$ cat config.mk
export PLATFORM = sky130hd
export DESIGN_NAME = counter_modn_updown
export DESIGN_NICKNAME = d
export VERILOG_FILES = /design/src/rtl/counter_modn_updown.sv
export SDC_FILE = /design/constraint.sdc
export NUM_CORES = 1
export LEC_CHECK = 0
export ABC_AREA = 0
export BUFFER_PORTS_ARGS = -buffer_cell sky130_fd_sc_hd__buf_4
export CORE_MARGIN = 8
export CORE_UTILIZATION = 45
export CTS_CLUSTER_DIAMETER = 120
export DETAILED_ROUTE_END_ITERATION = 8
export MAX_ROUTING_LAYER = met4
export PLACE_DENSITY = 0.72
export SYNTH_ARGS = -nofsm -noshare
export SYNTH_HDL_FRONTEND = slang
export SYNTH_SLANG_ARGS = --single-unit
export TNS_END_PERCENT = 5
$ cat constraint.sdc
create_clock -name clk_in -period 1.8 [get_ports clk_in]
set_input_delay 0.18 -clock clk_in [delete_from_list [all_inputs] [get_ports clk_in]]
set_output_delay 0.18 -clock clk_in [all_outputs]
set_load 0.01 [all_outputs]
$ cat src/rtl/counter_modn_updown.sv
// Cascaded modulo-N up/down counter: DIGITS stages of WIDTH bits, each counting 0..MODULUS-1,
// with synchronous parallel load (out-of-range digits forced to 0 and flagged).
module counter_modn_updown #(
    parameter int MODULUS = 10,
    parameter int WIDTH   = 4,
    parameter int DIGITS  = 2
) (
    input  logic                      clk_in,
    input  logic                      reset_in,
    input  logic                      enable_in,
    input  logic                      up_down_in,
    input  logic                      load_in,
    input  logic [DIGITS*WIDTH-1:0]   load_value_in,
    output logic [DIGITS*WIDTH-1:0]   count_out,
    output logic                      terminal_count_out,
    output logic                      overflow_out,
    output logic                      load_error_out
);

    localparam logic [WIDTH-1:0] MAX_DIGIT = WIDTH'(MODULUS - 1);
    localparam logic [WIDTH-1:0] ONE       = WIDTH'(1);
    // One extra bit so MODULUS == 2**WIDTH is representable for the range check.
    localparam logic [WIDTH:0]   MOD_EXT   = (WIDTH + 1)'(MODULUS);

    logic [DIGITS*WIDTH-1:0] count_q;
    logic [DIGITS*WIDTH-1:0] count_step;
    logic [DIGITS*WIDTH-1:0] count_load;
    logic [DIGITS:0]         ripple;
    logic [WIDTH-1:0]        cur_digit;
    logic [WIDTH-1:0]        load_field;
    logic                    load_bad;
    logic                    overflow_q;
    logic                    load_error_q;

    // ripple[k] is high when every lower digit sits at its wrap value for the
    // current direction, so digit k moves on an enabled edge.
    always_comb begin
        count_step = count_q;
        count_load = '0;
        load_bad   = 1'b0;
        ripple     = '0;
        ripple[0]  = 1'b1;
        cur_digit  = '0;
        load_field = '0;
        for (int k = 0; k < DIGITS; k++) begin
            cur_digit = count_q[k*WIDTH +: WIDTH];
            if (up_down_in) begin
                ripple[k+1] = ripple[k] & (cur_digit == MAX_DIGIT);
                if (ripple[k])
                    count_step[k*WIDTH +: WIDTH] = (cur_digit == MAX_DIGIT) ? '0 : cur_digit + ONE;
            end else begin
                ripple[k+1] = ripple[k] & (cur_digit == '0);
                if (ripple[k])
                    count_step[k*WIDTH +: WIDTH] = (cur_digit == '0) ? MAX_DIGIT : cur_digit - ONE;
            end

            load_field = load_value_in[k*WIDTH +: WIDTH];
            if ({1'b0, load_field} < MOD_EXT)
                count_load[k*WIDTH +: WIDTH] = load_field;
            else
                load_bad = 1'b1;
        end
    end

    always_ff @(posedge clk_in) begin
        if (reset_in) begin
            count_q      <= '0;
            overflow_q   <= 1'b0;
            load_error_q <= 1'b0;
        end else if (load_in) begin
            count_q      <= count_load;
            overflow_q   <= 1'b0;
            load_error_q <= load_bad;
        end else begin
            load_error_q <= 1'b0;
            overflow_q   <= enable_in & ripple[DIGITS];
            if (enable_in)
                count_q <= count_step;
        end
    end

    assign count_out          = count_q;
    assign terminal_count_out = ripple[DIGITS];
    assign overflow_out       = overflow_q;
    assign load_error_out     = load_error_q;

endmodule

# Yosys cells after proc, flatten, opt, wreduce, memory -nomap -nowiden
# Index checks and enable logic that the tools add are counted.
op_classes:
  n_addsub: 4
  n_lt_le_gt_ge: 2
  n_eq_ne: 2
  mux: 16
  n_bitwise: 4
  n_reduce_logical: 7
ops:
  columns: ["operator", "count"]
  rows:
  - ["$mux 4", 10]
  - ["$mux 8", 2]
  - ["$add 4x1->4 const B", 2]
  - ["$eq 4x4->1 const B", 2]
  - ["$logic_not 4->1", 2]
  - ["$lt 4x4->1 const B", 2]
  - ["$sub 4x1->4 const B", 2]
  - ["$mux 1", 4]
  - ["$reduce_bool 2->1", 2]
  - ["$reduce_or 2->1", 2]
  - ["$and 1x1->1", 3]
  - ["$reduce_and 2->1", 1]
  - ["$not 1->1", 1]
totals:
  regBits: 10
  inputBits: 13
  output_inout_bits: 11
  word_cells: 39

# Longest topological paths before layout
depth:
  ltp_word: 6
  mapped_depth: 6

# Worst setup path after synthesis
# Ideal clock, no wire load.
synth_path:
  kind: "register to register"
  from: "register count_q[0] (netlist: count_out[0])"
  to: "register count_q[5] (netlist: count_out[5])"
  setup_time_ns: 0.086
  arrival_time_ns: 1.703
  required_time_ns: 1.714
  setup_slack_ns: 0.011
  stages_incl_launch_ff: 6
  n_path_buf: 1
  synth_period_minus_slack_ns: 1.789
  path_cell_list: "dfxtp_1 clkbuf_1 nand3_1 a2111oi_4 a31oi_1 a221oi_2"
synth_between:
  elab_chain_len: 4
synth_lines:
  columns: ["element", "line_no", "rtl"]
  rows:
  - ["start: declaration", "25", "logic [DIGITS*WIDTH-1:0] count_q;"]
  - ["start signal: assignment", "71", "count_q <= count_load;"]
  - ["start signal: assignment", "78", "count_q <= count_step;"]
  - ["$eq 4x4->1 or $logic_not 4->1 (tied branches)", "48, 52", null]
  - ["$mux 1 *", "47", "if (up_down_in) begin"]
  - ["$reduce_bool 2->1 (no line) *", null, null]
  - ["$reduce_and 2->1 (no line) *", null, null]
# Every way passes the cells marked *; elsewhere a longest branch is shown, timed or not.
# A chain may end at the register's enable or synchronous reset.

# Final worst setup path
layout_path:
  from: "register count_q[3] (netlist: count_out[3])"
  to: "output terminal_count_out"
layout_between:
  elab_chain_len: 4
layout_lines:
  columns: ["element", "line_no", "rtl"]
  rows:
  - ["$eq 4x4->1 or $logic_not 4->1 (tied branches)", "48, 52", null]
  - ["$mux 1 *", "47", null]
  - ["$and 1x1->1, on equally long branches", "52, 48", null]
  - ["$mux 1 *", "47", null]
  - ["end: declaration", "15", "output logic terminal_count_out,"]
# Marked as above.

==> results by group <==
Run status
  – Outcome: finished clean

Synth
  – Compound-gate portion of the synthesized area: 0.3250
  – Mapped Area: about 800 um^2
  – Adder-Cell Fraction of Synth Area: 0
  – Simple-gate portion of the synthesized area: 0.3110
  – Syn nets: ~120
  – Synthesis-stage register bit count: 10
  – Synth unique cells: 40
  – Largest family of logic cells by synthesized area: compound AO/OA/AOI/OAI gates
  – Mux share of post-synthesis cell area: 0
  – Syn_area_per_cell: 7.887 um^2
  – Yosys warns: 0
  – Register area share after synthesis: 0.2488
  – Gate count of the mapped netlist: between 100 and 150
  – Xor/xnor cell area share of the yosys netlist: 0.05443

Power
  – Switching pwr: around 0.19 mW
  – Clock network power share: 0.253
  – PwrDens: about 570 nW/um^2
  – Switching part of the total: 0.3129
  – Gate power share: 0.311
  – Static Leak: around 0.45 nW
  – Peak supply drop: 344.5 uV
  – P_int: about 0.41 mW
  – Sequential share of power: 0.437

CTS
  – CTS tree: built
  – Clock transition at path regs: roughly 0.06 ns
  – CTS root buffer: clkbuf_4
  – Num CTS Buffers: 3
  – CTS Hold Buffers Added: 0
  – Clk buf depth: 2
  – CTS H-tree depth: 1
  – Sink Count: 10
  – Later-pin clock latency in the skew report: around 0.26 ns

Timing
  – Final Hold Fails: 0
  – Final Max Slew Viols: 0
  – RSZ-0062 raised after global routing: false
  – Max-slew headroom: 0.6777
  – Final Critical Period: around 1.7 ns
  – Hold_ws: roughly 0.14 ns
  – Final setup viols: 0
  – Worst slew pin tran: between 0.4 and 0.5 ns
  – Setup TNS: 0 ns
  – Fmax: ~580 MHz
  – Final period util: 0.9642
  – Final Skew: ~0.00058 ns

Floorplanning
  – Die area: around 3400 um^2
  – Core area: 1708 um^2
  – IO Count: 24
  – Initial Util: 0.4711
  – Site row count: 15
  – Die Height: 58.28 um
  – Die Span X: a little under 60 um

Worst hold path
  – Hold WC Path Type: input pin to flip-flop

Place
  – DPL Wire Length: 1496 um
  – Placer congestion estimate: slightly above 0.8
  – Port buffer count: 23

Global route
  – Largest net degree at the start of global routing: 19
  – First-pass GRT wire length: 3484 um
  – Number of global-route vias before repair: roughly 820
  – Initial antenna violation count: 0
  – Total gr overflow: 0
  – Total track usage: 0.1302

Setup path
  – Crit Path Class: flip-flop to output pin
  – Critical Path Start Type: flip-flop
  – Worst-path maximum fanout: 2
  – Worst path arrival time: between 1.5 and 2 ns
  – Max incr delay on CP: between 0.4 and 0.5 ns
  – Crit-path cells: or3_4 > a2111oi_2 > buf_4
  – CP Capture Type: output pin
  – Worst path required time: approximately 1.6 ns
  – Max stage delay cell, worst path: or3_4

Route
  – Initial drt markers: 21
  – Initial DRT Pass Iterations: 4
  – Routed wire length: between 2000 and 2500 um
  – Vias per std cell: 5.553
  – Drt drc: 0
  – Routed len/inst: 13.64 um
  – Antenna Nets Post-Route: 0
  – Via count: about 830

Cells and area
  – Fin nets: 140
  – Area Overhead vs Synth: 30.02%
  – Fill cell count: between 150 and 200
  – # diodes: 0
  – Ratio of cells with drive above 1 in the final layout: 0.3040

Job
  – Max-cap viol count: 0
[layer usage]
layer | wire length, um | up-vias | GRT usage
li1 | - | 427 | -
met1 | 1027 | 383 | 0.1527
met2 | 911 | 21 | 0.2047
met3 | 92 | 2 | 0.04415
met4 | 14 | 0 | 0.03846
met5 | 0 | - | -
[synth_stat cells]
cell       instances  area share
dfxtp_1           10        0.25
o21ai_0           10       0.062
clkbuf_1           8       0.037
nor2_1             8       0.037
nor2b_1            6       0.047
a21oi_1            4       0.025
nand2_1            4       0.019
a31oi_1            3       0.023
and3b_1            3       0.033
nand2b_1           3       0.023
nand3_1            3       0.019
nand3b_1           3       0.028
xnor2_1            3       0.033
a21boi_0           2       0.019
a21o_1             2       0.019
and4_1             2       0.022
inv_1              2      0.0093
nor4_1             2       0.016
o22ai_1            2       0.016
xor2_1             2       0.022
a2111oi_0          1       0.011
a2111oi_4          1       0.034
a221oi_1           1       0.011
a221oi_2           1       0.019
a311o_1            1       0.012
a32oi_1            1       0.011
a41o_1             1       0.012
and3_1             1      0.0078
buf_6              1       0.014
nor3_1             1      0.0062
o211a_1            1       0.012
o211ai_1           1      0.0093
o21a_1             1      0.0093
o21bai_1           1      0.0093
o221ai_1           1       0.011
or2_2              1      0.0078
or2b_1             1      0.0093
or3_4              1       0.014
or4_1              1      0.0093
or4bb_1            1       0.014
[per-stage QoR]
step                setup WS (ns)  area (um^2)  utilization  std cells  total power, mW
floorplan                 0.01081        804.5            -        102           0.3700
global placement           0.1417         1005       0.5883        146           0.4390
detailed placement        0.08315         1005       0.5883        146           0.4420
CTS                       0.04169         1033       0.6051        149           0.5970
global route             0.008140         1046       0.6125        150           0.6339
finish                    0.06451         1046       0.6125        150           0.5947
[timing repair]
item	in CTS	in global routing
setup buffers	0	1
endpoints found under the hold margin	0	0
endpoints found under the setup margin	1	3
pin swaps	0	1
gates resized for setup	2	1
[logic make-up after synthesis]
| kind of cell | Yosys count |
|---|---|
| and+or+nand+nor | 41 |
| AOI/OAI and AO/OA | 35 |
| buffers and inverters | 11 |
| DFF | 10 |
| xor gates and xnor gates | 5 |
[sequential cells by signal, indices dropped and copies added, names as in the netlist]
register and count:
count_out 8, load_error_out 1, overflow_out 1
[worst max-delay path: cells and delay by family, from the launching register on]
family          cells  cell delay (ns)
simple gates        1             0.41
compound gates      1             0.39
flops               1             0.31
buf+inv             1             0.18
[placed cells by master (no fill, tap or decap), types with 2 or more instances in the layout]
master    instances
nor2_1            8
nor4_1            2
nand3b_1          3
o21ai_0          10
a31oi_1           3
and4_1            2
xor2_1            2
and3b_1           3
dfxtp_1          10
inv_1             2
nand2b_1          3
clkbuf_4          3
nor2b_1           6
xnor2_1           3
a21o_1            2
a21oi_1           4
a21boi_0          2
nand3_1           2
nand2_1           4
o22ai_1           2
buf_4            29
[cell type report]
type                       instances  area (um^2)  area share
sequential                        10        200.2      0.1914
tap                               25        31.28     0.02990
inverter                           2        7.507    0.007177
timing repair buffer              29        217.7      0.2081
multi-input combinational         81        566.8      0.5419
clock buffer                       3        22.52     0.02153
[final timing paths]
path | from | to | slack [ns] | depth (start not counted)
max reg2reg | count_out[3] | count_out[7] | 0.17 | 5
min | reset_in | count_out[5] | 0.14 | 2
max | count_out[3] | terminal_count_out | 0.06 | 3
min reg2reg | count_out[5] | count_out[5] | 0.69 | 3
[power groups by stage]
stage | Combinational [mW] | Sequential, mW | Clock [mW]
floorplan | 0.113 | 0.257 | 0
global placement | 0.177 | 0.262 | 0
detailed placement | 0.179 | 0.263 | 0
CTS | 0.182 | 0.259 | 0.157
global route | 0.204 | 0.263 | 0.167
finish | 0.185 | 0.260 | 0.150
No activity file was read; power rests on OpenSTA's default activity.
